===== config.mk =====
export PLATFORM = sky130hd
export DESIGN_NAME = ntt_mlkem_masked_bfu_addsub
export DESIGN_NICKNAME = d
export VERILOG_FILES = /design/src/rtl/ntt_defines_pkg.sv /design/src/rtl/ntt_mlkem_mod_addsub.sv /design/src/rtl/ntt_mlkem_masked_bfu_addsub.sv
export SDC_FILE = /design/constraint.sdc
export NUM_CORES = 1
export LEC_CHECK = 0
export BUFFER_PORTS_ARGS = -buffer_cell sky130_fd_sc_hd__buf_4
export CORE_MARGIN = 2
export CORE_UTILIZATION = 45
export CTS_BUF_LIST = sky130_fd_sc_hd__clkbuf_16
export CTS_CLUSTER_SIZE = 12
export DETAILED_ROUTE_END_ITERATION = 16
export GPL_TIMING_DRIVEN = 0
export PLACE_DENSITY = 0.69
export RECOVER_POWER = 25
export SKIP_LAST_GASP = 1
export SLEW_MARGIN = 5
export SYNTH_ARGS = -nofsm -noshare
export SYNTH_HDL_FRONTEND = slang
export SYNTH_SLANG_ARGS = --single-unit

===== constraint.sdc =====
create_clock -name clk -period 4.54 [get_ports clk]
set_clock_uncertainty 0.15 [all_clocks]
set_input_delay 0.908 -clock clk [delete_from_list [all_inputs] [get_ports clk]]
set_output_delay 0.908 -clock clk [all_outputs]
set_load 0.02 [all_outputs]

===== src/rtl/ntt_defines_pkg.sv =====
// ntt_defines_pkg
// Shared constants and helpers for the ML-KEM NTT datapath.
//   MLKEM_Q               : ML-KEM modulus (3329)
//   MLKEM_MASKED_MULT_LAT : latency of the masked BFU multiplier, in clocks
//   COEF_W                : bits needed to carry one coefficient share in [0,q)
//   coef_t / coef2_t      : one share, and a two-share arithmetic masking
//   mod_add_q / mod_sub_q : share-local modular add/subtract, operands in [0,q)
package ntt_defines_pkg;

  localparam int MLKEM_Q               = 3329;
  localparam int MLKEM_MASKED_MULT_LAT = 8;
  localparam int COEF_W                = 12;

  typedef logic [COEF_W-1:0]      coef_t;
  typedef logic [1:0][COEF_W-1:0] coef2_t;

  // a + b mod q. The sum of two values in [0,q) is below 2q, so a single
  // conditional subtract is enough; one extra bit holds the carry.
  function automatic coef_t mod_add_q(input coef_t a, input coef_t b,
                                      input logic [COEF_W:0] q);
    logic [COEF_W:0] s;
    s = {1'b0, a} + {1'b0, b};
    if (s >= q) begin
      s = s - q;
    end
    return s[COEF_W-1:0];
  endfunction

  // a - b mod q, computed as a + q - b so the intermediate never goes
  // negative; the result lies in [1, 2q) and needs one conditional subtract.
  function automatic coef_t mod_sub_q(input coef_t a, input coef_t b,
                                      input logic [COEF_W:0] q);
    logic [COEF_W:0] d;
    d = {1'b0, a} + q - {1'b0, b};
    if (d >= q) begin
      d = d - q;
    end
    return d[COEF_W-1:0];
  endfunction

endpackage


===== src/rtl/ntt_mlkem_mod_addsub.sv =====
// ntt_mlkem_mod_addsub
// Combinational share-level modular add and subtract. One instance handles
// a single arithmetic share; it never sees the partner share, so no
// recombination of the masked value can happen here.
// Ports:
//   a    : share of u, in [0,q)
//   b    : share of m, in [0,q)
//   sum  : (a + b) mod q
//   diff : (a - b) mod q
module ntt_mlkem_mod_addsub #(
  parameter int MLKEM_Q = ntt_defines_pkg::MLKEM_Q
) (
  input  ntt_defines_pkg::coef_t a,
  input  ntt_defines_pkg::coef_t b,
  output ntt_defines_pkg::coef_t sum,
  output ntt_defines_pkg::coef_t diff
);
  import ntt_defines_pkg::*;

  localparam logic [COEF_W:0] Q13 = (COEF_W+1)'(MLKEM_Q);

  assign sum  = mod_add_q(a, b, Q13);
  assign diff = mod_sub_q(a, b, Q13);

endmodule


===== src/rtl/ntt_mlkem_masked_bfu_addsub.sv =====
// ntt_mlkem_masked_bfu_addsub
// Add/subtract back end of the masked ML-KEM Cooley-Tukey butterfly. The u
// operand (two arithmetic shares) is delayed MULT_LAT clocks so that it meets
// the multiplier result m = w*v, then u+m and u-m are formed share by share
// mod q and registered. Total latency valid_in -> valid_out is MULT_LAT+1.
//
// Ports:
//   clk       : clock
//   reset_n   : asynchronous active-low reset, clears all state
//   zeroize   : synchronous clear of all state, wins over capture
//   valid_in  : u_in valid (same cycle its v/w pair enters the multiplier)
//   u_in      : u shares, each in [0,q), upper bits zero
//   mult_res  : multiplier output shares, valid MULT_LAT clocks after valid_in
//   rnd       : fresh randomness for the output share refresh
//   add_out   : shares of (u+m) mod q
//   sub_out   : shares of (u-m) mod q
//   valid_out : add_out/sub_out carry a new result this cycle
//
// Optional feature macro MLKEM_MASKED_BFU_REFRESH_EN: when defined, both
// outputs are re-masked with r = rnd mod q (share0 += r, share1 -= r) before
// the output register. Without it rnd is ignored.
module ntt_mlkem_masked_bfu_addsub #(
  parameter int WIDTH    = 24,
  parameter int MULT_LAT = ntt_defines_pkg::MLKEM_MASKED_MULT_LAT,
  parameter int MLKEM_Q  = ntt_defines_pkg::MLKEM_Q
) (
  input  logic                  clk,
  input  logic                  reset_n,
  input  logic                  zeroize,
  input  logic                  valid_in,
  input  logic [1:0][WIDTH-1:0] u_in,
  input  logic [1:0][WIDTH-1:0] mult_res,
  input  logic [11:0]           rnd,
  output logic [1:0][WIDTH-1:0] add_out,
  output logic [1:0][WIDTH-1:0] sub_out,
  output logic                  valid_out
);
  import ntt_defines_pkg::*;

  localparam logic [COEF_W:0] Q13 = (COEF_W+1)'(MLKEM_Q);

  coef2_t              u_now;
  coef2_t              m_now;
  coef2_t              u_pipe [MULT_LAT];
  logic [MULT_LAT-1:0] vld_pipe;
  coef2_t              add_res;
  coef2_t              sub_res;
  coef2_t              add_fin;
  coef2_t              sub_fin;
  coef2_t              add_q;
  coef2_t              sub_q;
  logic                vld_d;

  // Legal shares never exceed 12 bits, so only the low bits are carried.
  assign u_now[0] = u_in[0][COEF_W-1:0];
  assign u_now[1] = u_in[1][COEF_W-1:0];
  assign m_now[0] = mult_res[0][COEF_W-1:0];
  assign m_now[1] = mult_res[1][COEF_W-1:0];

  logic unused_hi;
  assign unused_hi = ^{u_in[0][WIDTH-1:COEF_W], u_in[1][WIDTH-1:COEF_W],
                       mult_res[0][WIDTH-1:COEF_W], mult_res[1][WIDTH-1:COEF_W]};

  // Delay line for {valid, u}. It never stalls; storing the valid bit next
  // to the data keeps bubbles aligned with the samples around them.
  always_ff @(posedge clk or negedge reset_n) begin
    if (!reset_n) begin
      vld_pipe <= '0;
      for (int k = 0; k < MULT_LAT; k++) begin
        u_pipe[k] <= '0;
      end
    end else if (zeroize) begin
      vld_pipe <= '0;
      for (int k = 0; k < MULT_LAT; k++) begin
        u_pipe[k] <= '0;
      end
    end else begin
      vld_pipe[0] <= valid_in;
      u_pipe[0]   <= u_now;
      for (int k = 1; k < MULT_LAT; k++) begin
        vld_pipe[k] <= vld_pipe[k-1];
        u_pipe[k]   <= u_pipe[k-1];
      end
    end
  end

  assign vld_d = vld_pipe[MULT_LAT-1];

  // One add/sub unit per share keeps the two shares on separate logic.
  for (genvar i = 0; i < 2; i++) begin : g_share
    ntt_mlkem_mod_addsub #(
      .MLKEM_Q (MLKEM_Q)
    ) u_addsub (
      .a    (u_pipe[MULT_LAT-1][i]),
      .b    (m_now[i]),
      .sum  (add_res[i]),
      .diff (sub_res[i])
    );
  end

`ifdef MLKEM_MASKED_BFU_REFRESH_EN
  localparam coef_t Q12 = COEF_W'(MLKEM_Q);

  // rnd is below 4096 < 2q, so a single conditional subtract reduces it.
  // Adding r to one share and removing it from the other leaves the
  // unmasked value untouched while drawing a fresh masking.
  coef_t r_mod;
  assign r_mod = (rnd >= Q12) ? (rnd - Q12) : rnd;

  assign add_fin[0] = mod_add_q(add_res[0], r_mod, Q13);
  assign add_fin[1] = mod_sub_q(add_res[1], r_mod, Q13);
  assign sub_fin[0] = mod_add_q(sub_res[0], r_mod, Q13);
  assign sub_fin[1] = mod_sub_q(sub_res[1], r_mod, Q13);
`else
  logic unused_rnd;
  assign unused_rnd = ^rnd;

  assign add_fin = add_res;
  assign sub_fin = sub_res;
`endif

  // Results load only on a valid delayed sample and otherwise hold, so a
  // bubble never overwrites the last good butterfly output.
  always_ff @(posedge clk or negedge reset_n) begin
    if (!reset_n) begin
      add_q     <= '0;
      sub_q     <= '0;
      valid_out <= 1'b0;
    end else if (zeroize) begin
      add_q     <= '0;
      sub_q     <= '0;
      valid_out <= 1'b0;
    end else begin
      valid_out <= vld_d;
      if (vld_d) begin
        add_q <= add_fin;
        sub_q <= sub_fin;
      end
    end
  end

  assign add_out[0] = WIDTH'(add_q[0]);
  assign add_out[1] = WIDTH'(add_q[1]);
  assign sub_out[0] = WIDTH'(sub_q[0]);
  assign sub_out[1] = WIDTH'(sub_q[1]);

  // Out-of-range shares break the single-subtract reduction; they are a
  // caller error and are only flagged in simulation.
  a_u_in_range : assert property (@(posedge clk) disable iff (!reset_n)
    valid_in |-> (u_in[0] < WIDTH'(MLKEM_Q)) && (u_in[1] < WIDTH'(MLKEM_Q)));

  a_mult_res_range : assert property (@(posedge clk) disable iff (!reset_n)
    vld_d |-> (mult_res[0] < WIDTH'(MLKEM_Q)) && (mult_res[1] < WIDTH'(MLKEM_Q)));

endmodule

==> results of run 1 <==
power groups by stage:
stage	sequential [W]	combinational, W	clock (W)
after global placement	0.00230	0.000496	0
after detailed placement	0.00230	0.000513	0
final	0.00226	0.000509	0.00188
after global routing	0.00226	0.000571	0.00204
after floorplan	0.00230	0.000348	0
after CTS	0.00226	0.000516	0.00194
routing by layer:
metal	global-route usage (%)	up-vias	wire, µm
met1	20.55	4009	10190
met3	2.452	39	1024
met2	28.22	203	11430
met5	0	-	0
met4	5.122	0	645
li1	-	4266	-
worst paths after layout:
kind | from | endpoint | cells after the start
max in group asynchronous | reset_n | u_pipe[147] | 3
worst min register to register | u_pipe[40] | u_pipe[16] | 1
worst min-delay path | u_pipe[40] | u_pipe[16] | 1
min in group asynchronous | reset_n | sub_out[33] | 2
worst max register to register | u_pipe[13] | sub_out[29] | 15
worst max-delay path | mult_res[25] | sub_out[29] | 15
cells by family after synthesis:
kind of cell,after synthesis
compound gates,207
flops,249
mux,6
fa+ha+maj,81
other cells,1
simple gates,436
buf+inv,158
xor+xnor,46
timing repair:
| item | in CTS | in global routing |
|---|---|---|
| hold endpoints to repair | 2 | 0 |
| hold buffers | 1 | 0 |
| endpoints found under the setup margin | 0 | 0 |
cell usage in the layout, fill, tap and decap left out, types with 5 or more instances in the layout:
| cell type | n |
|---|---|
| xnor2_1 | 36 |
| o31ai_1 | 8 |
| a32o_1 | 6 |
| o21ai_0 | 32 |
| or3_1 | 13 |
| nor3_1 | 19 |
| a31oi_1 | 7 |
| o21a_1 | 6 |
| ha_1 | 77 |
| dfrtp_1 | 249 |
| or4_1 | 6 |
| nand2b_1 | 14 |
| conb_1 | 48 |
| inv_1 | 72 |
| nor2b_1 | 211 |
| a211oi_1 | 23 |
| nand4_1 | 8 |
| nand2_1 | 55 |
| buf_4 | 148 |
| nand3_1 | 15 |
| nor2_1 | 52 |
| a21oi_1 | 32 |
| and2_1 | 11 |
| clkbuf_16 | 26 |
| a21o_1 | 5 |
| nor4_1 | 5 |
| a211o_1 | 9 |
| or2_2 | 7 |
| o21ai_1 | 13 |
| clkbuf_1 | 38 |
| o211ai_1 | 7 |
| xor2_1 | 9 |
cell type report:
class	count	area [µm²]	share of cell area, %
Clock inverter	13	107.6	0.7304
Inverter	68	255.2	1.732
Clock buffer	26	650.6	4.416
Timing Repair Buffer	102	782.0	5.308
Tap cell	378	473.0	3.210
Sequential cell	249	6231	42.29
Buffer	90	529.3	3.592
Multi-Input combinational cell	824	5704	38.72
critical path: stages:
cell,delay (ns)
buf_4,0.14
ha_1,0.29
inv_1,0.04
ha_1,0.22
fa_1,0.40
a21o_1,0.20
a21o_1,0.18
xor2_1,0.17
or3_4,0.43
o41a_1,0.48
o311ai_2,0.30
buf_4,0.22
a211oi_1,0.09
xnor2_1,0.15
a211oi_1,0.25
metrics by stage:
stage | worst slack, ns | total power [W] | util, % | cells | hold slack, ns
finish | 0.3431 | 0.004653 | 53.32 | 1750 | 0.2940
global placement | -0.1411 | 0.002795 | 50.44 | 1708 | 0.2917
floorplan | 0.2005 | 0.002647 | - | 1231 | 0.2885
CTS | 0.3657 | 0.004718 | 53.45 | 1750 | 0.2998
detailed placement | -0.1984 | 0.002813 | 50.67 | 1710 | 0.2963
global route | 0.1808 | 0.004878 | 53.32 | 1750 | 0.3216
flip-flops by register name (all words and copies together), names as in the netlist:
signal and cells:
valid_out 1, u_pipe 192, vld_pipe 8, sub_out 24, add_out 24
==> flow_summary.ini, run 1 <==
[finish]
n_antenna_cell = 0
fillers = 2501
drive_gt1_share_pct = 15.74
nets = 1554
finish.instance_area_mm2 = 0.01473
area_growth_pct = 17.46

[sta]
grt_setup_unrepaired = false
finalCritPeriodShare_pct = 92.44
tns_ns = 0
setup_viol = 0
hold_viol = 0
drv_slew = 120
period_needed_ns = 4.197
worst_pin_slew_ns = 2.623
slew_headroom_pct = -74.89
max_freq_mhz = 238.3

[clock_tree]
clock_latency_ns = 0.54
numCtsBuffers = 26
post-cts-setup-buffer-count = 0
cts.reportedPaths.clkPinSlew_ns = 0.06
htreeDepth = 1
clk_path_buf_depth = 3
clock_sinks = 249
cts_tree = built
cts-resized-gates = 0
cts-root-buf = clkbuf_16

[yosys]
synth_area_mm2 = 0.01254
synth-compound-area-share_pct = 12.06
yosysWarnings = 0
synth_area_leaders = dfrtp_1 (50%), nor2b_1 (11%), ha_1 (7.7%), buf_4 (3.0%), xnor2_1 (2.5%)
synth-adder-area-share_pct = 8.319
synth_area_leader_cell = dfrtp_1
synth_edf_count = 0
synth_commonest_cells = dfrtp_1 (249), nor2b_1 (211), ha_1 (77)
synth_xor_area_share_pct = 3.272
postSynth.asyncResetShare_pct = 100.0
synth_mux_area_share_pct = 0.4988
ys.flop_type = dfrtp_1
ys_ff_latch = 249
syn_avg_cell_area_um2 = 10.59
yosys.area_share.simple_pct = 19.89
synth_top_area_share_pct = 49.68
ys_seq_area_share_pct = 49.68
postSynthCellCount = 1184
yosysUniqueCellTypes = 86
yosysMostFrequentCell = dfrtp_1
synth_top_family_by_area = simple AND/OR/NAND/NOR gates

[detailed_routing]
first_pass_iters = 5
drt_iter0_drc = 442
drt-total-wl_um = 23300
vias = 8517
final_antenna_net_count = 0
wire_per_inst_um = 13.31
drc = 0
drt-vias-per-instance = 4.867

[worst_setup_path]
cp-start-kind = primary input
crit_fanout = 10
worst-setup-path-type = primary input to flop
critPathArrivalTime_ns = 4.48
required_ns = 4.82
reg2reg_slack_ns = 0.41
cp-end-kind = flop

[grt]
grt_max_degree = 129
grt_pass1_vias = 7844
grt_pass1_wl_um = 38160
gr-total-overflow = 0
antenna_found_initial = 0
grt_use_total_pct = 16.11

[die]
die_area_mm2 = 0.02923
num_rows = 61
ios = 209
fp.coreArea_mm2 = 0.02763
start_util_pct = 45.40
die_x_um = 171.0
die_h_um = 171.0

[placement]
gp_congestion = 0.8374
postPlaceCellArea_mm2 = 0.01400
dp.final_hpwl_um = 17640
port_buffers = 99

[power]
seq_power_share_pct = 48.6
p_per_area_mw_per_mm2 = 315.8
ir_worst_vdd_v = 0.0002672
power.leakage_nw = 7.201
intPower_w = 0.003536
p_sw_share_pct = 24.00
power_frac_comb_pct = 10.9
p_sw_w = 0.001117
clkPwrFrac_pct = 40.5

[status]
violations = capacitance limit, slew limit
outcome = finished, violations left

[hold_path]
hold_class = flop to flop

[run]
maxCapViolations = 1
No activity file was read; power rests on OpenSTA's default activity.
==> run 2, diff against run 1 <==
Settings changed: CORE_UTILIZATION 45 to 50, PLACE_DENSITY 0.69 to 0.75.
==> run 2 against run 1 <==
- the run still ends with capacitance limit, slew limit left
- first-iteration DRC count up 18%
- critical endpoint unchanged
- register-to-register slack worse by 0.05 ns
- total power down 1.3%
- core utilization up 6.5 points
==> flow_summary.ini, run 2 (synthesis gave the netlist of run 1 again) <==
[detailed_routing]
drt-total-wl_um = 23360
vias = 8624
drt-vias-per-instance = 5.091
drt_iter0_drc = 523
drc = 0
first_pass_iters = 5
final_antenna_net_count = 0
wire_per_inst_um = 13.79

[hold_path]
hold_class = flop to flop
min_from = u_pipe[40]

[worst_setup_path]
r2r_start = u_pipe[13]
critPathLaunch = mult_res[25]
worst-setup-path-type = primary input to flop
required_ns = 4.83
critPathArrivalTime_ns = 4.50
cp-end-kind = flop
crit_fanout = 10
cp-start-kind = primary input

[power]
p_sw_w = 0.001117
intPower_w = 0.003477
p_sw_share_pct = 24.32
ir_worst_vdd_v = 0.0002655
power_frac_comb_pct = 11.0
p_per_area_mw_per_mm2 = 314.0
power.total_w = 0.004594
seq_power_share_pct = 49.2
power.leakage_nw = 7.175
clkPwrFrac_pct = 39.8

[grt]
gr-total-overflow = 0
grt_pass1_vias = 8491
grt_max_degree = 126
antenna_found_initial = 0
grt_pass1_wl_um = 39070
grt_use_total_pct = 18.05

[clock_tree]
clock_latency_ns = 0.53
cts-root-buf = clkbuf_16
post-cts-setup-buffer-count = 0
clock_sinks = 249
htreeDepth = 1
clk_path_buf_depth = 3
cts-resized-gates = 0
cts_hold_buffers = 0
numCtsBuffers = 26
cts.reportedPaths.clkPinSlew_ns = 0.06
cts_tree = built

[finish]
stdcell_count = 1694
drive_gt1_share_pct = 15.91
final_common_cell = dfrtp_1
mostFrequentLayoutCells = dfrtp_1 (249), nor2b_1 (211), buf_4 (148), ha_1 (77), inv_1 (69)
n_antenna_cell = 0
area_growth_pct = 16.64
nets = 1553
fillers = 2004
largest_reg_flops = 192
largest_register = u_pipe

[placement]
port_buffers = 99
dp_worst_setup_slack_ns = -0.1704
dp.final_hpwl_um = 17760
gp_congestion = 0.8729
dp_cells = 1656

[sta]
fin_hold_ws_ns = 0.2896
drv_slew = 125
max_freq_mhz = 237.7
slew_headroom_pct = -8.742
tns_ns = 0
grt_setup_unrepaired = false
finalCritPeriodShare_pct = 92.68
setup_viol = 0
worst_pin_slew_ns = 1.631
period_needed_ns = 4.208
setup_ws_ns = 0.3324
hold_viol = 0

[die]
die_h_um = 162.4
die_x_um = 162.4
ios = 209
start_util_pct = 51.28
fp.coreArea_mm2 = 0.02446
die_area_mm2 = 0.02637
num_rows = 57

[status]
violations = capacitance limit, slew limit
outcome = finished, violations left

[run]
maxCapViolations = 1
## run 2: cell count changes in the layout (fill, tap and decap cells not counted), sizes merged
cell,previous run,this run
inv,74,70
clkinv,6,9
buf,153,152
bufinv,1,0
clkbuf,64,65
clkinvlp,0,1
dlygate4sd3,1,0
## run 2: power by group through the flow
stage / clock network, W / logic [W] / registers [W]
after floorplan: 0 / 0.000348 / 0.00230
after global placement: 0 / 0.000492 / 0.00230
after detailed placement: 0 / 0.000509 / 0.00230
after CTS: 0.00187 / 0.000511 / 0.00226
after global routing: 0.00197 / 0.000567 / 0.00226
final: 0.00183 / 0.000507 / 0.00226
## run 2: worst paths after layout
kind                                     to  slack (ns)  cells past startpoint
worst max register to register  sub_out[29]        0.36                     15
min in group asynchronous       sub_out[31]        0.38                      1
worst min register to register   u_pipe[16]        0.29                      1
worst min-delay path             u_pipe[16]        0.29                      1
worst max-delay path            sub_out[29]        0.33                     15
max in group asynchronous       u_pipe[139]        1.36                      3
## run 2: metrics by stage
stage | area (µm²) | utilization (%)
after floorplan | 12720 | -
after global placement | 13870 | 56.69
after detailed placement | 13930 | 56.95
after CTS | 14660 | 59.94
after global routing | 14630 | 59.81
final | 14630 | 59.81
## run 2: cell type report
type	instances	area, µm²	share of cell area, %
plain buffers	90	529.3	3.618
flip-flops and latches	249	6231	42.59
multi-input cells	824	5704	38.99
well taps	324	405.4	2.771
inverters	68	255.2	1.745
clock buffers	26	650.6	4.447
repair buffers	101	774.5	5.294
clock inverters	12	80.08	0.5473
## run 2: critical path, cell delays in order
cell and delay (ns):
buf_4 0.13, ha_1 0.28, inv_1 0.04, ha_1 0.22
fa_1 0.40, a21o_1 0.21, a21o_1 0.19, xor2_1 0.16
or3_4 0.42, o41a_1 0.47, o311ai_2 0.30, buf_4 0.22
a211oi_1 0.10, xnor2_1 0.18, a211oi_1 0.25
## run 2: routing by layer
| metal | wire (µm) | global-route usage (%) | up-vias |
|---|---|---|---|
| li1 | - | - | 4288 |
| met5 | 0 | 0 | - |
| met2 | 11900 | 33.46 | 256 |
| met1 | 9690 | 21.91 | 4034 |
| met3 | 1167 | 2.470 | 46 |
| met4 | 598 | 5.229 | 0 |
==> run 3, diff against run 2 <==
Settings changed: BUFFER_PORTS_ARGS -buffer_cell sky130_fd_sc_hd__buf_4 to not set, DONT_BUFFER_PORTS set to 1, PLACE_DENSITY 0.75 to 0.68, RECOVER_POWER 25 to 50.
Clock period 4.54 ns to 4 ns, I/O delays scaled along.
==> run 3 against run 2 <==
- the flow finishes with violations (hold timing)
- highest routed layer unchanged
- largest power group unchanged
- die area stayed put
- sequential power is 14% higher
- flip-flop and latch count stayed put
- clock-buffer cell count is 1 higher
- worst setup slack worse by 0.31 ns
- final area is 3.4% lower
- hold slack worse by 0.50 ns
- global-route usage is 0.47 points lower
- cell count is 5.1% lower
- via count is 4.4% lower
==> flow_summary.ini, run 3 (synthesis gave the netlist of run 1 again) <==
[worst_setup_path]
critPathArrivalTime_ns = 4.25
cp-endpoint = sub_out[29]
cp-end-kind = flop
r2r_start = u_pipe[13]
ff2ff_path_depth = 15
path_buf_inv = 3
r2r-end = sub_out[29]
reg2reg_slack_ns = 0.02
worst-setup-path-type = flop to flop
critPathLaunch = u_pipe[13]
required_ns = 4.27
cp_slowest_cell = o41a_1
crit_fanout = 5
critical-path-top-delay-family = compound AO/OA/AOI/OAI gates
crit_cells = 15
cp-start-kind = flop
cp_cell_sequence = inv_2 > ha_4 > inv_2 > ha_4 > fa_2 > a21o_1 > a21o_1 > xor2_2 > or3_4 > o41a_1 > o311ai_4 > buf_6 > a211oi_2 > xnor2_1 > a211oi_1
crit_path_max_incr_delay_ns = 0.49

[finish]
finish.instance_area_mm2 = 0.01413
fillers = 2072
area_growth_pct = 12.62
largest_reg_flops = 192
stdcell_count = 1608
nets = 1461
largest_register = u_pipe
drive_gt1_share_pct = 11.30
mostFrequentLayoutCells = dfrtp_1 (248), nor2b_1 (211), ha_1 (74), inv_1 (73), buf_4 (57)
final_common_cell = dfrtp_1
multi_input_area_mm2 = 0.005813
ff_latch_area_mm2 = 0.006232

[detailed_routing]
wire_per_inst_um = 14.60
first_pass_iters = 5
drt_iter0_drc = 562
drt-total-wl_um = 23480
vias = 8243
drt-vias-per-instance = 5.126
final_antenna_net_count = 0
drc = 0

[die]
die_area_mm2 = 0.02637
fp.coreArea_mm2 = 0.02446
num_rows = 57
die_h_um = 162.4
die_x_um = 162.4
start_util_pct = 51.28
ios = 209

[sta]
setup_ws_ns = 0.02079
max_freq_mhz = 251.3
fin_hold_ws_ns = -0.2133
worst_pin_slew_ns = 0.7824
slew_headroom_pct = 47.84
setup_viol = 0
drv_slew = 0
grt_setup_unrepaired = true
hold_viol = 249
finalCritPeriodShare_pct = 99.48
period_needed_ns = 3.979
tns_ns = 0

[power]
ir_worst_vdd_v = 0.0003845
p_per_area_mw_per_mm2 = 380.2
power.leakage_nw = 6.768

[status]
violations = hold timing
outcome = finished, violations left

[placement]
dp.final_hpwl_um = 17030
dp_worst_setup_slack_ns = -0.5531
dp_cells = 1555
port_buffers = 0
postPlaceCellArea_mm2 = 0.01313
gp_congestion = 0.8687

[clock_tree]
numCtsBuffers = 27
cts.reportedPaths.clkPinSlew_ns = 0.06
clock_sinks = 249
htreeDepth = 1
cts-root-buf = clkbuf_16
clk_path_buf_depth = 3
clock_latency_ns = 0.55
cts_tree = built

[grt]
gr-total-overflow = 0
antenna_found_initial = 1
grt_use_total_pct = 17.58
grt_pass1_wl_um = 37750
grt_pass1_vias = 7844
grt_max_degree = 250

[hold_path]
hold_class = primary input to asynchronous set/reset pin

[run]
maxCapViolations = 0
[run 3: cell types whose count changed in the layout (fill, tap and decap cells not counted), moves of 3 or more]
cell | previous run | this run
buf_4 | 148 | 57
inv_1 | 69 | 73
a211oi_1 | 23 | 20
a211oi_2 | 1 | 4
clkinv_1 | 4 | 1
ha_1 | 77 | 74
[run 3: worst register-to-register path, stage by stage (launching register included)]
cell and delay (ns):
dfrtp_2 0.40, inv_2 0.06, ha_4 0.27, inv_2 0.04, ha_4 0.16, fa_2 0.36
a21o_1 0.19, a21o_1 0.19, xor2_2 0.15, or3_4 0.41, o41a_1 0.49, o311ai_4 0.37
buf_6 0.17, a211oi_2 0.07, xnor2_1 0.27, a211oi_1 0.11
[run 3: timing repair]
action / CTS / global route
hold endpoints to repair: 249 / 249
setup endpoints to repair: 8 / 19
setup buffers: 0 / 7
pin swaps: 0 / 10
cloned: 0 / 1
gates resized for setup: 2 / 23
[run 3: cell type report]
cell class              count  share of cell area (%)
well taps                 324                   2.870
multi-input cells         824                   41.15
clock buffers              27                   4.783
clock inverters            17                   1.036
diodes                      1                 0.01771
repair buffers              8                  0.4252
flip-flops and latches    249                   44.12
plain buffers              90                   3.791
inverters                  68                   1.807
[run 3: stage by stage]
step                      total power, W  hold slack [ns]  utilization (%)
after CTS                       0.005409          -0.2302            57.08
after floorplan                 0.003005           0.2885                -
after global routing            0.005599          -0.2322            57.74
after detailed placement        0.003092           0.2963            53.66
after global placement          0.003083           0.2914            53.66
final                           0.005371          -0.2133            57.75
[run 3: worst min path at each step]
stage / startpoint / end / slack [ns]
2_1_floorplan: u_pipe[24] / u_pipe[0] / 0.29
3_3_place_gp: vld_pipe[0] / vld_pipe[1] / 0.29
3_5_place_dp: u_pipe[152] / u_pipe[128] / 0.30
4_1_cts: reset_n / sub_out[33] / -0.23
5_1_grt: reset_n / sub_out[33] / -0.23
6_report: reset_n / sub_out[33] / -0.21
[run 3: where the power goes]
group | leakage (nW) | internal (W) | switching [W]
sequential | 3.43 | 0.00256 | 0.00000798
clock | 0.435 | 0.00135 | 0.000946
combinational | 2.91 | 0.000200 | 0.000310
[run 3: metal layers]
layer	wire length (µm)	track usage, %
met2	11590	31.18
met5	0	0
met4	631	5.511
met3	1423	3.387
met1	9837	21.74
